==> src/rtl/uart_mmio_bridge_pkg.sv <==
// Shared definitions for the buffered UART MMIO bridge: register map,
// control bits, TX drain states and the status word layout.
package uart_mmio_bridge_pkg;

    localparam logic [1:0] REG_DATA   = 2'd0;
    localparam logic [1:0] REG_RXSTAT = 2'd1;
    localparam logic [1:0] REG_TXSTAT = 2'd2;
    localparam logic [1:0] REG_CTRL   = 2'd3;

    localparam int CTRL_FLUSH_RX = 0;
    localparam int CTRL_FLUSH_TX = 1;

    typedef enum logic [1:0] {
        TX_IDLE   = 2'd0,
        TX_LAUNCH = 2'd1,
        TX_WAITLO = 2'd2,
        TX_WAITHI = 2'd3
    } tx_state_t;

    // Status word: count in the high byte, sticky overflow at bit 2.
    function automatic logic [15:0] pack_status(
        input logic [7:0] count,
        input logic       ovf,
        input logic       bit1,
        input logic       bit0
    );
        return {count, 5'b0, ovf, bit1, bit0};
    endfunction

endpackage

==> src/rtl/uart_mmio_bridge_sync_fifo.sv <==
// Synchronous FIFO with extra-bit pointers; a pop frees space for a push in
// the same cycle and flush zeroes both pointers, discarding any push.
module sync_fifo #(
    parameter int WIDTH = 8,
    parameter int DEPTH = 16
) (
    input  logic                     I_clk,
    input  logic                     I_reset,
    input  logic                     I_push,
    input  logic                     I_pop,
    input  logic                     I_flush,
    input  logic [WIDTH-1:0]         I_data,
    output logic [WIDTH-1:0]         O_head,
    output logic [$clog2(DEPTH):0]   O_count,
    output logic                     O_full,
    output logic                     O_empty
);

    localparam int AW = $clog2(DEPTH);

    logic [AW:0]      r_wr_ptr;
    logic [AW:0]      r_rd_ptr;
    logic [WIDTH-1:0] r_mem [DEPTH];

    logic w_do_pop;
    logic w_do_push;

    assign O_empty   = (r_wr_ptr == r_rd_ptr);
    assign O_full    = (r_wr_ptr[AW] != r_rd_ptr[AW]) &&
                       (r_wr_ptr[AW-1:0] == r_rd_ptr[AW-1:0]);
    assign O_count   = r_wr_ptr - r_rd_ptr;
    assign O_head    = r_mem[r_rd_ptr[AW-1:0]];

    assign w_do_pop  = I_pop & ~O_empty;
    assign w_do_push = I_push & (~O_full | w_do_pop);

    always_ff @(posedge I_clk) begin
        if (I_reset || I_flush) begin
            r_wr_ptr <= '0;
            r_rd_ptr <= '0;
        end else begin
            if (w_do_push) r_wr_ptr <= r_wr_ptr + 1'b1;
            if (w_do_pop)  r_rd_ptr <= r_rd_ptr + 1'b1;
        end
    end

    // Storage carries no reset; only the pointers define validity.
    always_ff @(posedge I_clk) begin
        if (w_do_push && !I_flush) r_mem[r_wr_ptr[AW-1:0]] <= I_data;
    end

endmodule

==> src/rtl/uart_mmio_bridge.sv <==
// Memory-mapped UART peripheral: RX/TX FIFOs, sticky overflow flags, a fixed
// one-cycle bus response and a drain FSM that feeds uart_tx from the TX FIFO.
module uart_mmio_bridge
    import uart_mmio_bridge_pkg::*;
#(
    parameter int RX_DEPTH = 16,
    parameter int TX_DEPTH = 8
) (
    input  logic        I_clk,
    input  logic        I_reset,
    input  logic        I_exec,
    input  logic        I_write,
    input  logic [1:0]  I_addr,
    input  logic [7:0]  I_data,
    output logic [15:0] O_data,
    output logic        O_data_ready,
    output logic        O_busy,
    input  logic        I_rx_data_ready,
    input  logic [7:0]  I_rx_data,
    output logic        O_tx_exec,
    output logic [7:0]  O_tx_data,
    input  logic        I_tx_ready
);

    localparam int RXCW = $clog2(RX_DEPTH) + 1;
    localparam int TXCW = $clog2(TX_DEPTH) + 1;

    logic [15:0] r_data;
    logic        r_data_ready;
    logic        r_busy;
    logic        r_tx_exec;
    logic [7:0]  r_tx_data;
    logic        r_rx_ovf;
    logic        r_tx_ovf;
    tx_state_t   r_state;
    tx_state_t   w_state_next;

    logic            w_accept, w_rd, w_wr;
    logic            w_rx_pop, w_rx_flush, w_rx_drop;
    logic            w_tx_push, w_tx_pop, w_tx_flush, w_tx_drop;
    logic            w_rx_full, w_rx_empty, w_tx_full, w_tx_empty;
    logic            w_tx_idle;
    logic [7:0]      w_rx_head, w_tx_head;
    logic [RXCW-1:0] w_rx_count;
    logic [TXCW-1:0] w_tx_count;
    logic [7:0]      w_rx_count8, w_tx_count8;
    logic [15:0]     w_rdata;

    assign w_accept   = I_exec & ~r_busy;
    assign w_rd       = w_accept & ~I_write;
    assign w_wr       = w_accept & I_write;

    assign w_rx_pop   = w_rd & (I_addr == REG_DATA) & ~w_rx_empty;
    assign w_tx_push  = w_wr & (I_addr == REG_DATA);
    assign w_rx_flush = w_wr & (I_addr == REG_CTRL) & I_data[CTRL_FLUSH_RX];
    assign w_tx_flush = w_wr & (I_addr == REG_CTRL) & I_data[CTRL_FLUSH_TX];

    // A simultaneous pop makes room, and a flush discards the push silently.
    assign w_rx_drop  = I_rx_data_ready & w_rx_full & ~w_rx_pop & ~w_rx_flush;
    assign w_tx_drop  = w_tx_push & w_tx_full & ~w_tx_pop & ~w_tx_flush;

    assign w_tx_idle   = w_tx_empty & (r_state == TX_IDLE) & I_tx_ready;
    assign w_rx_count8 = 8'(w_rx_count);
    assign w_tx_count8 = 8'(w_tx_count);

    sync_fifo #(.WIDTH(8), .DEPTH(RX_DEPTH)) u_rx_fifo (
        .I_clk   (I_clk),
        .I_reset (I_reset),
        .I_push  (I_rx_data_ready),
        .I_pop   (w_rx_pop),
        .I_flush (w_rx_flush),
        .I_data  (I_rx_data),
        .O_head  (w_rx_head),
        .O_count (w_rx_count),
        .O_full  (w_rx_full),
        .O_empty (w_rx_empty)
    );

    sync_fifo #(.WIDTH(8), .DEPTH(TX_DEPTH)) u_tx_fifo (
        .I_clk   (I_clk),
        .I_reset (I_reset),
        .I_push  (w_tx_push),
        .I_pop   (w_tx_pop),
        .I_flush (w_tx_flush),
        .I_data  (I_data),
        .O_head  (w_tx_head),
        .O_count (w_tx_count),
        .O_full  (w_tx_full),
        .O_empty (w_tx_empty)
    );

    always_comb begin
        w_rdata = 16'h0000;
        if (w_rd) begin
            case (I_addr)
                REG_DATA:   w_rdata = w_rx_empty ? 16'h0000 : {8'h00, w_rx_head};
                REG_RXSTAT: w_rdata = pack_status(w_rx_count8, r_rx_ovf, 1'b0, ~w_rx_empty);
                REG_TXSTAT: w_rdata = pack_status(w_tx_count8, r_tx_ovf, w_tx_idle, ~w_tx_full);
                default:    w_rdata = 16'h0000;
            endcase
        end
    end

    // Bus response and sticky flags; a new overflow beats clear-on-read.
    always_ff @(posedge I_clk) begin
        if (I_reset) begin
            r_data       <= 16'h0000;
            r_data_ready <= 1'b0;
            r_busy       <= 1'b0;
            r_rx_ovf     <= 1'b0;
            r_tx_ovf     <= 1'b0;
        end else begin
            r_busy       <= w_accept;
            r_data_ready <= w_accept;
            if (w_accept) r_data <= w_rdata;
            r_rx_ovf <= (r_rx_ovf & ~(w_rd & (I_addr == REG_RXSTAT))) | w_rx_drop;
            r_tx_ovf <= (r_tx_ovf & ~(w_rd & (I_addr == REG_TXSTAT))) | w_tx_drop;
        end
    end

    always_ff @(posedge I_clk) begin
        if (I_reset) begin
            r_state   <= TX_IDLE;
            r_tx_exec <= 1'b0;
            r_tx_data <= 8'h00;
        end else begin
            r_state   <= w_state_next;
            r_tx_exec <= w_tx_pop;
            if (w_tx_pop) r_tx_data <= w_tx_head;
        end
    end

    // Exec is the registered pop, so it is high only in the LAUNCH cycle.
    always_comb begin
        w_state_next = r_state;
        w_tx_pop     = 1'b0;
        case (r_state)
            TX_IDLE: begin
                if (!w_tx_empty && I_tx_ready) begin
                    w_tx_pop     = 1'b1;
                    w_state_next = TX_LAUNCH;
                end
            end
            TX_LAUNCH: w_state_next = TX_WAITLO;
            TX_WAITLO: if (!I_tx_ready) w_state_next = TX_WAITHI;
            TX_WAITHI: if (I_tx_ready) w_state_next = TX_IDLE;
            default:   w_state_next = TX_IDLE;
        endcase
    end

    assign O_data       = r_data;
    assign O_data_ready = r_data_ready;
    assign O_busy       = r_busy;
    assign O_tx_exec    = r_tx_exec;
    assign O_tx_data    = r_tx_data;

endmodule

==> config.mk <==
export PLATFORM = sky130hd
export DESIGN_NAME = uart_mmio_bridge
export DESIGN_NICKNAME = d
export VERILOG_FILES = /design/src/rtl/uart_mmio_bridge_pkg.sv /design/src/rtl/uart_mmio_bridge_sync_fifo.sv /design/src/rtl/uart_mmio_bridge.sv
export SDC_FILE = /design/constraint.sdc
export NUM_CORES = 1
export LEC_CHECK = 0
export CORE_ASPECT_RATIO = 1.25
export CORE_MARGIN = 5
export CORE_UTILIZATION = 23
export DETAILED_ROUTE_END_ITERATION = 8
export DONT_BUFFER_PORTS = 1
export PLACE_DENSITY = 0.44
export SLEW_MARGIN = 15
export SYNTH_ARGS = -nofsm -noshare
export SYNTH_HDL_FRONTEND = slang
export SYNTH_SLANG_ARGS = --single-unit
export TNS_END_PERCENT = 10
==> constraint.sdc <==
create_clock -name I_clk -period 6.8 [get_ports I_clk]
set_input_delay 1.36 -clock I_clk [delete_from_list [all_inputs] [get_ports I_clk]]
set_output_delay 1.36 -clock I_clk [all_outputs]
set_load 0.05 [all_outputs]
Yosys cells after proc, flatten, opt, wreduce, memory -nomap -nowiden

Memory sizes are Yosys's and may differ from the RTL's. A register that Yosys moved wholly into a read port is not among the register bits.
Index checks and enable logic that the tools add are counted.

Memories: 2
Bits in writable memories: 192
Logic and storage cells: 102
Register bits after elaboration: 40

Reduce and logical (&&, ||, !) cells: 13
Muxes and demuxes: 15
Equality and inequality tests: 15
Add/subtract/negate cells: 6
Bitwise operators: 41

Memory list:

| name            | depth | bits a word | read ports | clocked after memory_dff | wr ports | RTL line                         | RTL |
|---|---|---|---|---|---|---|---|
| u_rx_fifo.r_mem | 16    | 8           | 1          | 1                        | 1        | uart_mmio_bridge_sync_fifo.sv:23 | `logic [WIDTH-1:0] r_mem [DEPTH];` |
| u_tx_fifo.r_mem | 8     | 8           | 1          | 1                        | 1        | uart_mmio_bridge_sync_fifo.sv:23 |  |

Operators by type and width:

| kind                | count |
|---|---|
| $pmux 13 s3         | 1 |
| $and 1x1->1         | 25 |
| $mux 13             | 1 |
| $not 1->1           | 12 |
| $add 5x1->5 const B | 2 |
| $add 4x1->4 const B | 2 |
| $eq 2x2->1 const B  | 4 |
| $eq 4x4->1          | 2 |
| $mux 4              | 2 |
| $mux 8              | 1 |
| $pmux 2 s4          | 1 |
| $mux 1              | 6 |
| $mux 2              | 3 |
| $eq 5x5->1          | 1 |
| $logic_and 1x1->1   | 5 |
| $sub 5x5->5         | 1 |
| $eq 2x1->1 const B  | 2 |
| $logic_not 2->1     | 2 |
| $ne 2x2->1 const B  | 2 |
| $or 1x1->1          | 4 |
| $sub 4x4->4         | 1 |
| $eq 3x3->1          | 1 |
| $logic_not 1->1     | 3 |
| $reduce_and 3->1    | 1 |
| other kinds (3)     | 5 |

Longest topological paths before layout

Gate-level depths: netlist (run 1).

Depth after elaboration: 11
Mapped depth: 11
Mapped depth without buffers: 9

Modules after synthesis

Synthesis (run 1) repeated with hierarchy kept, for this count alone.

Cell total of the unflattened synthesis: 624
Area total of the unflattened synthesis: 10049.6 µm²

Modules (own cells, without submodules):

| module                 | instances | cells each | area an instance (µm²) |
|---|---|---|---|
| sync_fifo at u_rx_fifo | 1         | 312        | 5721.7 |
| sync_fifo at u_tx_fifo | 1         | 171        | 3108.0 |
| uart_mmio_bridge       | 1         | 141        | 1219.9 |

Least setup slack after synthesis (run 1)

No wires, ideal clock.

Kind: input port to flip-flop
Start point: input I_write
End point: memory u_rx_fifo.r_mem[0][0] (enable)
Stages: 5
Buffers on the path: 0
Setup time: 0.383 ns
Arrival time: 2.805 ns
Setup slack: 3.611 ns
Required time: 6.417 ns
Cells stage by stage: nor3b_2 > a211oi_2 > and3b_1 > nand2_1 > nor3_1

Cells in the longest elaborated chain, start to end: 10

Ends and longest elaborated chain:

| element                        | RTL line                         | RTL |
|---|---|---|
| from (decl)                    | uart_mmio_bridge.sv:12           | `input logic I_write,` |
| $not 1->1                      | uart_mmio_bridge.sv:50           | `assign w_rd = w_accept & ~I_write;` |
| $and 1x1->1                    | uart_mmio_bridge.sv:50           |  |
| $and 1x1->1 (2 in a row)       | uart_mmio_bridge.sv:53           | `assign w_rx_pop = w_rd & (I_addr == REG_DATA) & ~w_rx_empty;` |
| $and 1x1->1                    | uart_mmio_bridge_sync_fifo.sv:34 | `assign w_do_pop = I_pop & ~O_empty;` |
| $or 1x1->1                     | uart_mmio_bridge_sync_fifo.sv:35 | `assign w_do_push = I_push & (~O_full \| w_do_pop);` |
| $and 1x1->1                    | uart_mmio_bridge_sync_fifo.sv:35 |  |
| $logic_and 1x1->1 *            | uart_mmio_bridge_sync_fifo.sv:49 | `if (w_do_push && !I_flush) r_mem[r_wr_ptr[AW-1:0]] <= I_data;` |
| $mux 1 *                       | uart_mmio_bridge_sync_fifo.sv:49 |  |
| $mux 1 (not written as such) * | uart_mmio_bridge_sync_fifo.sv:49 |  |
| to (decl)                      | uart_mmio_bridge_sync_fifo.sv:23 |  |

Mark *: on every way between the ends. The rest lies on a longest branch, timed or not.

Worst setup path after layout (run 1)

Start point: register u_tx_fifo.r_rd_ptr[1]
End point: memory u_tx_fifo.r_mem[4][1] (enable)

Cells in the longest elaborated chain, start to end: 11

Ends and longest elaborated chain:

| element                        | RTL line                         | RTL |
|---|---|---|
| from (decl)                    | uart_mmio_bridge_sync_fifo.sv:22 | `logic [AW:0] r_rd_ptr;` |
| from (signal assigned)         | uart_mmio_bridge_sync_fifo.sv:43 | `if (w_do_pop) r_rd_ptr <= r_rd_ptr + 1'b1;` |
| $eq 4x4->1                     | uart_mmio_bridge_sync_fifo.sv:28 | `assign O_empty = (r_wr_ptr == r_rd_ptr);` |
| $logic_not 1->1                | uart_mmio_bridge.sv:139          | `if (!w_tx_empty && I_tx_ready) begin` |
| $logic_and 1x1->1              | uart_mmio_bridge.sv:139          |  |
| $mux 1                         | uart_mmio_bridge.sv:139          |  |
| $mux 1                         | uart_mmio_bridge.sv:137          | `case (r_state)` |
| $and 1x1->1                    | uart_mmio_bridge_sync_fifo.sv:34 |  |
| $or 1x1->1 *                   | uart_mmio_bridge_sync_fifo.sv:35 |  |
| $and 1x1->1 *                  | uart_mmio_bridge_sync_fifo.sv:35 |  |
| $logic_and 1x1->1 *            | uart_mmio_bridge_sync_fifo.sv:49 |  |
| $mux 1 *                       | uart_mmio_bridge_sync_fifo.sv:49 |  |
| $mux 1 (not written as such) * | uart_mmio_bridge_sync_fifo.sv:49 |  |
| to (decl)                      | uart_mmio_bridge_sync_fifo.sv:23 |  |

Marks and branches as above.

==> results of run 1 <==
[layout make-up]
| type | count | area (um^2) | area share |
|---|---|---|---|
| inverters | 15 | 56.3 | 0.00497 |
| clock inverters | 20 | 319 | 0.0282 |
| flip-flops and latches | 241 | 6750 | 0.596 |
| repair buffers | 6 | 45.0 | 0.00398 |
| clock buffers | 26 | 629 | 0.0556 |
| well taps | 559 | 699 | 0.0618 |
| multi-input cells | 325 | 2820 | 0.249 |
[state kept, by name, indices dropped and copies added (netlist names), named ones only]
signal and flops:
u_rx_fifo.r_mem 128, r_state 2, O_data 13, O_busy 1
u_rx_fifo.r_wr_ptr 5, u_rx_fifo.r_rd_ptr 5, u_tx_fifo.r_wr_ptr 4, u_tx_fifo.r_mem 64
r_tx_ovf 1, u_tx_fifo.r_rd_ptr 4, O_tx_data 8, r_rx_ovf 1
O_tx_exec 1
[kinds of logic (layout without fill, tap and decap cells)]
kind of cell	count (synthesis)	after routing	share of synthesized area
flip-flops	241	241	0.689
AO/OA/AOI/OAI	60	60	0.0462
multiplexers	56	56	0.116
buffers and inverters	46	67	0.0240
other	1	3	0.000383
XOR/XNOR	20	20	0.0179
adder cells (fa/ha/maj)	20	20	0.0271
AND/OR/NAND/NOR	166	166	0.0796
[report_power, final]
group	internal (W)	switching [W]
registers	0.00161	0.0000321
clock network	0.000982	0.000588
logic	0.0000541	0.0000756
total	0.00265	0.000695
[metal layers]
| layer | track usage | part of all wire | vias to the layer above |
|---|---|---|---|
| met2 | 0.175 | 0.52 | 101 |
| met4 | 0.0341 | 0.024 | 0 |
| met5 | 0 | 0 | - |
| li1 | - | - | 2342 |
| met1 | 0.115 | 0.39 | 2530 |
| met3 | 0.0232 | 0.065 | 34 |
[synth_stat cells (all sizes together)]
cell / instances
dfxtp: 49
a22o: 1
buf: 20
xnor2: 11
xor2: 9
a311oi: 10
or2b: 2
a31oi: 1
nand3: 12
nand2b: 5
ha: 18
o32ai: 1
and3b: 1
fa: 2
a21o: 4
edfxtp: 192
o21ai: 6
o22ai: 1
o41ai: 1
a221oi: 2
nor3b: 2
a32oi: 2
or2: 1
mux2: 1
nor2b: 9
nand2: 47
a211oi: 5
a2bb2oi: 1
mux4: 46
clkbuf: 11
nand3b: 4
nor3: 9
a21oi: 10
and3: 1
inv: 15
nand4: 5
conb: 1
a22oi: 15
or3: 1
mux2i: 9
nor2: 67
[metrics by stage]
step / power [W] / instances
floorplan: 0.00178 / 612
global placement: 0.00181 / 1146
detailed placement: 0.00181 / 1146
CTS: 0.00339 / 1192
global route: 0.00346 / 1192
finish: 0.00334 / 1192
[tightest hold or removal path, delay by kind of cell, from the launching register on]
| kind | cells | cell delay [ns] |
|---|---|---|
| AO/OA/AOI/OAI | 1 | 0.06 |
| flip-flops | 1 | 0.34 |
| AND/OR/NAND/NOR | 1 | 0.07 |
[worst paths after layout]
| check | start | end | slack, ns | depth (start not counted) |
|---|---|---|---|---|
| setup / recovery | u_tx_fifo.r_rd_ptr[1] | u_tx_fifo.r_mem[4][1] | 3.28 | 6 |
| hold / removal | r_rx_ovf | r_rx_ovf | 0.50 | 2 |
| setup reg to reg | u_tx_fifo.r_rd_ptr[1] | u_tx_fifo.r_mem[4][1] | 3.28 | 6 |
| hold reg to reg | r_rx_ovf | r_rx_ovf | 0.50 | 2 |
==> reports/results.txt, run 1 <==
The run finished with clean final reports. For this design, the sink count on the clock tree is 241. Synthesis inferred 241 register bits.

The post-route fraction of the period consumed by the critical path came out at 0.517. The run gives 0 as the total count of hold-check failures in the final report. After detailed routing, the average wire length per cell comes to 19.2 um. During synthesis, Yosys emitted a total of 0 warnings. The worst setup path is captured at a flip-flop. The accumulated negative setup slack was 0 ns; the quantity of hold-fixing buffers added after cts was 0. The portion of the post-synthesis area used by sequential elements came out at 0.689.

Share of Yosys cell area claimed by the top area cell type: 0.589. The share of post-route cells with drive strength above 1 was 0.175; the reported leakage power was 3.49 nW. Setup violations remaining at the end of the flow were counted as 0. Counting every instance in the synthesized netlist gives 610. The die height is 241 um. Worst hold-check path type: flip-flop to flip-flop. Hold timing on the final database bottoms out at a slack of 0.504 ns.

The number of diodes is 0. The run gives 34900 um as the global-route wire length before repair. Die span in x: 195 um.

At the worst endpoint, the arrival time is 3.66 ns. The maximum root-to-sink buffer count was 3; the standard-cell row count was 84. The tools report the maximum level of the CTS H-tree as 1.

The clock root buffer is sky130_fd_sc_hd__clkbuf_16. Once layout is done, the placed cells without fillers occupy 11300 um^2. 51 I/O pins were placed.

Across the routed clock network, the largest skew measured is 0.0313 ns. The worst path buffer plus inverter count works out to 1. The commonest non-fill, non-tap cell in the layout was sky130_fd_sc_hd__edfxtp_1. The critical path is of the flip-flop to flip-flop type.

The number of pins with negative max-slew slack in the final report was 0. The final period demand of the worst path was 3.52 ns. Global routing finished with a remaining overflow of 0. The biggest fanout along the worst timing path is 20, and the cell area after technology mapping is 9800 um^2. The worst max-slew margin expressed relative to the limit is 0.213, and the total half-perimeter wirelength after legalization and detailed placement is 15400 um.

Input and output buffers added on the ports amount to 0. After detailed routing, the number of remaining DRC violations is 0. The signal on the critical path passes through inv_1 -> ha_1 -> and3_1 -> a311oi_2 -> nand2_1 -> nor2_1.

Entering global routing, the biggest net connects 34 pins. From synthesis to final layout, the design area changed by 15.5%. The worst path meets setup with 3.28 ns of slack. The area of the die was 46800 um^2; the post-synthesis area per instance was 16.1 um^2. Post-CTS repair changed the size of 0 cells. The filler cell count came out at 4245. The final estimated routing congestion in global placement is 0.741, and the required time reported for the critical path endpoint is 6.95 ns. The global-route total usage across every layer is 0.0976, and the initial antenna violation count is 0. At the end of the flow, the number of nets in the layout was 658. The run gives 0.269 as the core occupancy in the finished layout.

Setup repair after global routing left no endpoint under its margin. The violation count after the first detailed-routing iteration was 326; the detailed-router iteration count before antenna repair was 4. The final route contains 5007 vias. The kind of start point of the critical path is a flip-flop.

The logs give 3.03 ns for the worst slack at placement and 42100 um^2 for the area of the core region. Grouping stages by cell kind, the critical path spends the most delay in simple AND/OR/NAND/NOR gates. The power density over the cells works out to 295 nW/um^2. The worst vdd rail ir drop was 154 uV; the initial standard-cell utilization of the core was 0.232.

Sorting the synthesized cells by area gives the leading types as sky130_fd_sc_hd__edfxtp_1 (59%), sky130_fd_sc_hd__mux4_2 (11%), sky130_fd_sc_hd__dfxtp_1 (10%), sky130_fd_sc_hd__nor2_1 (2.5%), sky130_fd_sc_hd__ha_1 (2.3%). The master of the slowest instance on the critical path is sky130_fd_sc_hd__dfxtp_1. The tools report the wire length after detailed routing as 22800 um. TritonCTS built the clock tree.

The placed instances occupy a cell area of 10400 um^2. In the routed layout, each cell is associated on average with a via count of 4.20. The post-CTS repair timing setup buffer count is 0, and the largest stage delay on the critical path is 0.95 ns. The via count of the first global-routing pass was 5466; the number of nets with antenna violations after detailed routing was 0.

The library cells used most frequently in the layout, excluding fill and tap cells, are sky130_fd_sc_hd__edfxtp_1 (192), sky130_fd_sc_hd__nor2_1 (66), sky130_fd_sc_hd__dfxtp_1 (48). For the worst-skew pair, the clock arrives at the later sink with an insertion delay of 0.54 ns. Largest area contributor in the netlist: sky130_fd_sc_hd__edfxtp_1.

The number of distinct library cells after synthesis is 55. Across the run, the number of max-cap violations was 0. The fmax was 284 MHz; the transition at the pin with the smallest max-transition slack was 1.17 ns. The number of clock buffers added by TritonCTS is 25. Clock-pin slew was measured on the worst setup and hold paths at 0.06 ns.
Note: power is estimated with default switching activity, not from simulation.
==> run 2: changes to the inputs <==
==> constraint.sdc (replaced) <==
create_clock -name I_clk -period 3.47 [get_ports I_clk]
set_input_delay 0.694 -clock I_clk [delete_from_list [all_inputs] [get_ports I_clk]]
set_output_delay 0.694 -clock I_clk [all_outputs]
set_load 0.05 [all_outputs]
==> reports/results.txt, run 2 (synthesized netlist as in run 1, its figures left out) <==
The post-route fraction of the period consumed by the critical path was 0.852 (+0.334); the number of nets with antenna violations after detailed routing was 0 (unchanged). The global-route total usage across every layer is 0.0953 (-0.00231). The startpoint identified for the worst hold timing path is I_reset. The wire length after detailed routing was 22500 um (-1.5%). In this run the critical register-to-register path is launched from u_tx_fifo.r_rd_ptr[2]. The run finished with clean final reports.

The top cell types in the final layout, fill and taps aside, are sky130_fd_sc_hd__edfxtp_1 (192), sky130_fd_sc_hd__nor2_1 (66), sky130_fd_sc_hd__dfxtp_1 (48). The total CTS buffers came out at 25 (unchanged). The tools report the clock root buffer as sky130_fd_sc_hd__clkbuf_16. The final period demand of the worst path was 2.96 ns (-0.564 ns). The worst setup path is launched from a flip-flop. The path with the worst hold slack has its endpoint at O_data[8]. The die height was 241 um (unchanged). Clock transition at the registers of the reported paths: 0.06 ns (about the same). The post-detailed-route via-to-cell ratio is 4.21 (+0.25%), and the maximum root-to-sink buffer count is 3 (unchanged). The run gives 51 (unchanged) as the I/O pin count. The endpoint identified for the worst register-to-register timing path is u_tx_fifo.r_mem[6][1]. The power density over the cells is 549 nW/um^2 (+86%), and the worst max-slew margin expressed relative to the limit is 0.472 (+0.259).

The die span in x was 195 um (unchanged); the fmax was 338 MHz (+19%). The insertion delay to the later sink of the worst-skew pair is 0.54 ns (about the same), and the area of the die is 46800 um^2 (unchanged). The tools report the number of gates resized after cts as 0 (unchanged). The tools report the filler cell count as 4244 (-0.024%). The tools report the required time reported for the critical path endpoint as 3.62 ns (-3.33 ns).

The area of the core region was 42100 um^2 (unchanged). The worst reg2reg path depth is 6 (unchanged), and the pin count of the biggest net entering global routing is 31 (-8.8%). The mean routed wirelength per cell works out to 18.5 um (-3.3%). The worst clock skew was 0.0241 ns (-0.00722 ns); the worst vdd rail ir drop was 367 uV (+140%).

The setup-violating endpoint count in the final report came out at 0 (unchanged). In this run the worst hold path is classified as input pin to flip-flop. Worst path buffer plus inverter count: 1 (unchanged). The largest stage delay on the critical path was 0.62 ns (-0.33 ns); the count of clock tree sinks was 241 (unchanged).

The via count of the first global-routing pass is 5461 (-0.091%). TritonCTS built the clock tree. The register-to-register path setup slack was 0.51 ns (-2.77 ns); the transition at the pin with the smallest max-transition slack was 0.789 ns (-0.383 ns). The number of violations of the max-capacitance limit was 0 (unchanged); the detailed-router iteration count before antenna repair was 4 (unchanged). Flip-flop count of the largest register, all copies and words added: 128 (unchanged). The logs give 5112 (+2.1%) for the via count and 0 (unchanged) for the number of pins with negative max-slew slack in the final report. The number of diodes came out at 0 (unchanged).

For the signal arrival time at the worst endpoint, the log shows 3.11 ns (-0.55 ns). The smallest hold slack came out at 0.220 ns (-0.284 ns). The run gives 0 (unchanged) as the quantity of hold-fixing buffers added after cts. The kind of critical path is flip-flop to flip-flop. Master of the slowest instance on the critical path: sky130_fd_sc_hd__nor2_1.

The run gives 0.232 (unchanged) as the initial standard-cell utilization of the core. The accumulated negative setup slack is 0 ns (unchanged), and the total half-perimeter wirelength after legalization and detailed placement is 15500 um (+0.62%). The standard-cell row count came out at 84 (unchanged). The tools report the reported leakage power as 3.57 nW (+2.3%). Cell family with the largest share of critical-path delay: simple AND/OR/NAND/NOR gates.

The maximum level of the CTS H-tree is 1 (unchanged), and the total overflow reported by the global router is 0 (unchanged). The growth of design area from synthesis to finish was 16.4%. The library cell used most frequently in the layout, excluding fill and tap cells, is sky130_fd_sc_hd__edfxtp_1. Setup repair after global routing left no endpoint under its margin. For the DRC violation count after routing, the log shows 0 (unchanged). The share of post-route cells with drive strength above 1 was 0.195 (+0.0201); the final estimated routing congestion in global placement was 0.734 (-0.96%). STA classifies the critical path endpoint as a flip-flop.

The tools report the initial antenna violation count as 0 (unchanged). The violation count after the first detailed-routing iteration is 356 (+9.2%). The biggest fanout along the worst timing path is 10 (-50%). For the total count of hold-check failures in the final report, the log shows 0 (unchanged). The global-route wire length before repair was 34400 um (-1.6%); the count of port buffers added during placement was 0 (unchanged). Number of cells traversed by the worst hold path: 1 (-1).

The run gives 680 (+3.3%) as the net count of the finished layout. The signal on the critical path passes through inv_2 -> ha_1 -> and3_1 -> a311oi_2 -> nand2_1 -> nor2_1. The run gives 0 (unchanged) as the post-CTS repair timing setup buffer count.
run 2: cell count changes in the layout (fill, tap and decap cells not counted), sizes merged:
cell and delta:
clkinvlp -1, buf +22, clkbuf +11, bufinv -5, inv -1, clkinv -4
run 2: area by class of cell:
class	count	area [um^2]	share of cell area
repair buffers	28	223	0.0195
flip-flops and latches	241	6750	0.592
well taps	559	699	0.0613
clock inverters	9	138	0.0121
inverters	15	56.3	0.00494
multi-input cells	325	2820	0.247
clock buffers	37	721	0.0632
run 2: worst reg2reg max path, cell delays in order, from the launching register on:
cell                       delay, ns
sky130_fd_sc_hd__dfxtp_1        0.51
sky130_fd_sc_hd__inv_2          0.16
sky130_fd_sc_hd__ha_1           0.37
sky130_fd_sc_hd__and3_1         0.19
sky130_fd_sc_hd__a311oi_2       0.46
sky130_fd_sc_hd__nand2_1        0.27
sky130_fd_sc_hd__nor2_1         0.63
run 2: worst max path at each step:
stage	startpoint	to	slack, ns	depth (start not counted)
2_1_floorplan	u_tx_fifo.r_rd_ptr[1]	u_tx_fifo.r_mem[0][0]	0.43	8
3_3_place_gp	u_tx_fifo.r_rd_ptr[2]	u_tx_fifo.r_mem[4][4]	0.56	6
3_5_place_dp	u_tx_fifo.r_rd_ptr[2]	u_tx_fifo.r_mem[6][6]	0.48	6
4_1_cts	u_tx_fifo.r_rd_ptr[2]	u_tx_fifo.r_mem[6][4]	0.47	6
5_1_grt	u_tx_fifo.r_rd_ptr[2]	u_tx_fifo.r_mem[6][0]	0.25	6
6_report	u_tx_fifo.r_rd_ptr[2]	u_tx_fifo.r_mem[6][1]	0.51	6
run 2: stage by stage:
step / worst slack (ns) / cells / power (W) / utilization / cell area (um^2)
3_5_place_dp: 0.483 / 1168 / 0.00355 / 0.250 / 10500
3_3_place_gp: 0.561 / 1168 / 0.00355 / 0.250 / 10500
4_1_cts: 0.474 / 1214 / 0.00636 / 0.271 / 11400
5_1_grt: 0.250 / 1214 / 0.00650 / 0.271 / 11400
2_1_floorplan: 0.427 / 612 / 0.00348 / - / 9800
6_report: 0.515 / 1214 / 0.00626 / 0.271 / 11400
run 2: per-layer routing:
layer,GRT usage,up-vias,part of all wire
met5,0,-,0
met1,0.116,2627,0.42
met4,0.0249,0,0.017
met3,0.0226,23,0.051
met2,0.170,84,0.51
li1,-,2378,-
run 2: power breakdown:
part / internal [W] / switching (W) / total (W) / leakage, nW
Combinational: 0.000111 / 0.000160 / 0.000272 / 1.03
Clock: 0.00167 / 0.00111 / 0.00278 / 0.412
Sequential: 0.00316 / 0.0000556 / 0.00321 / 2.13
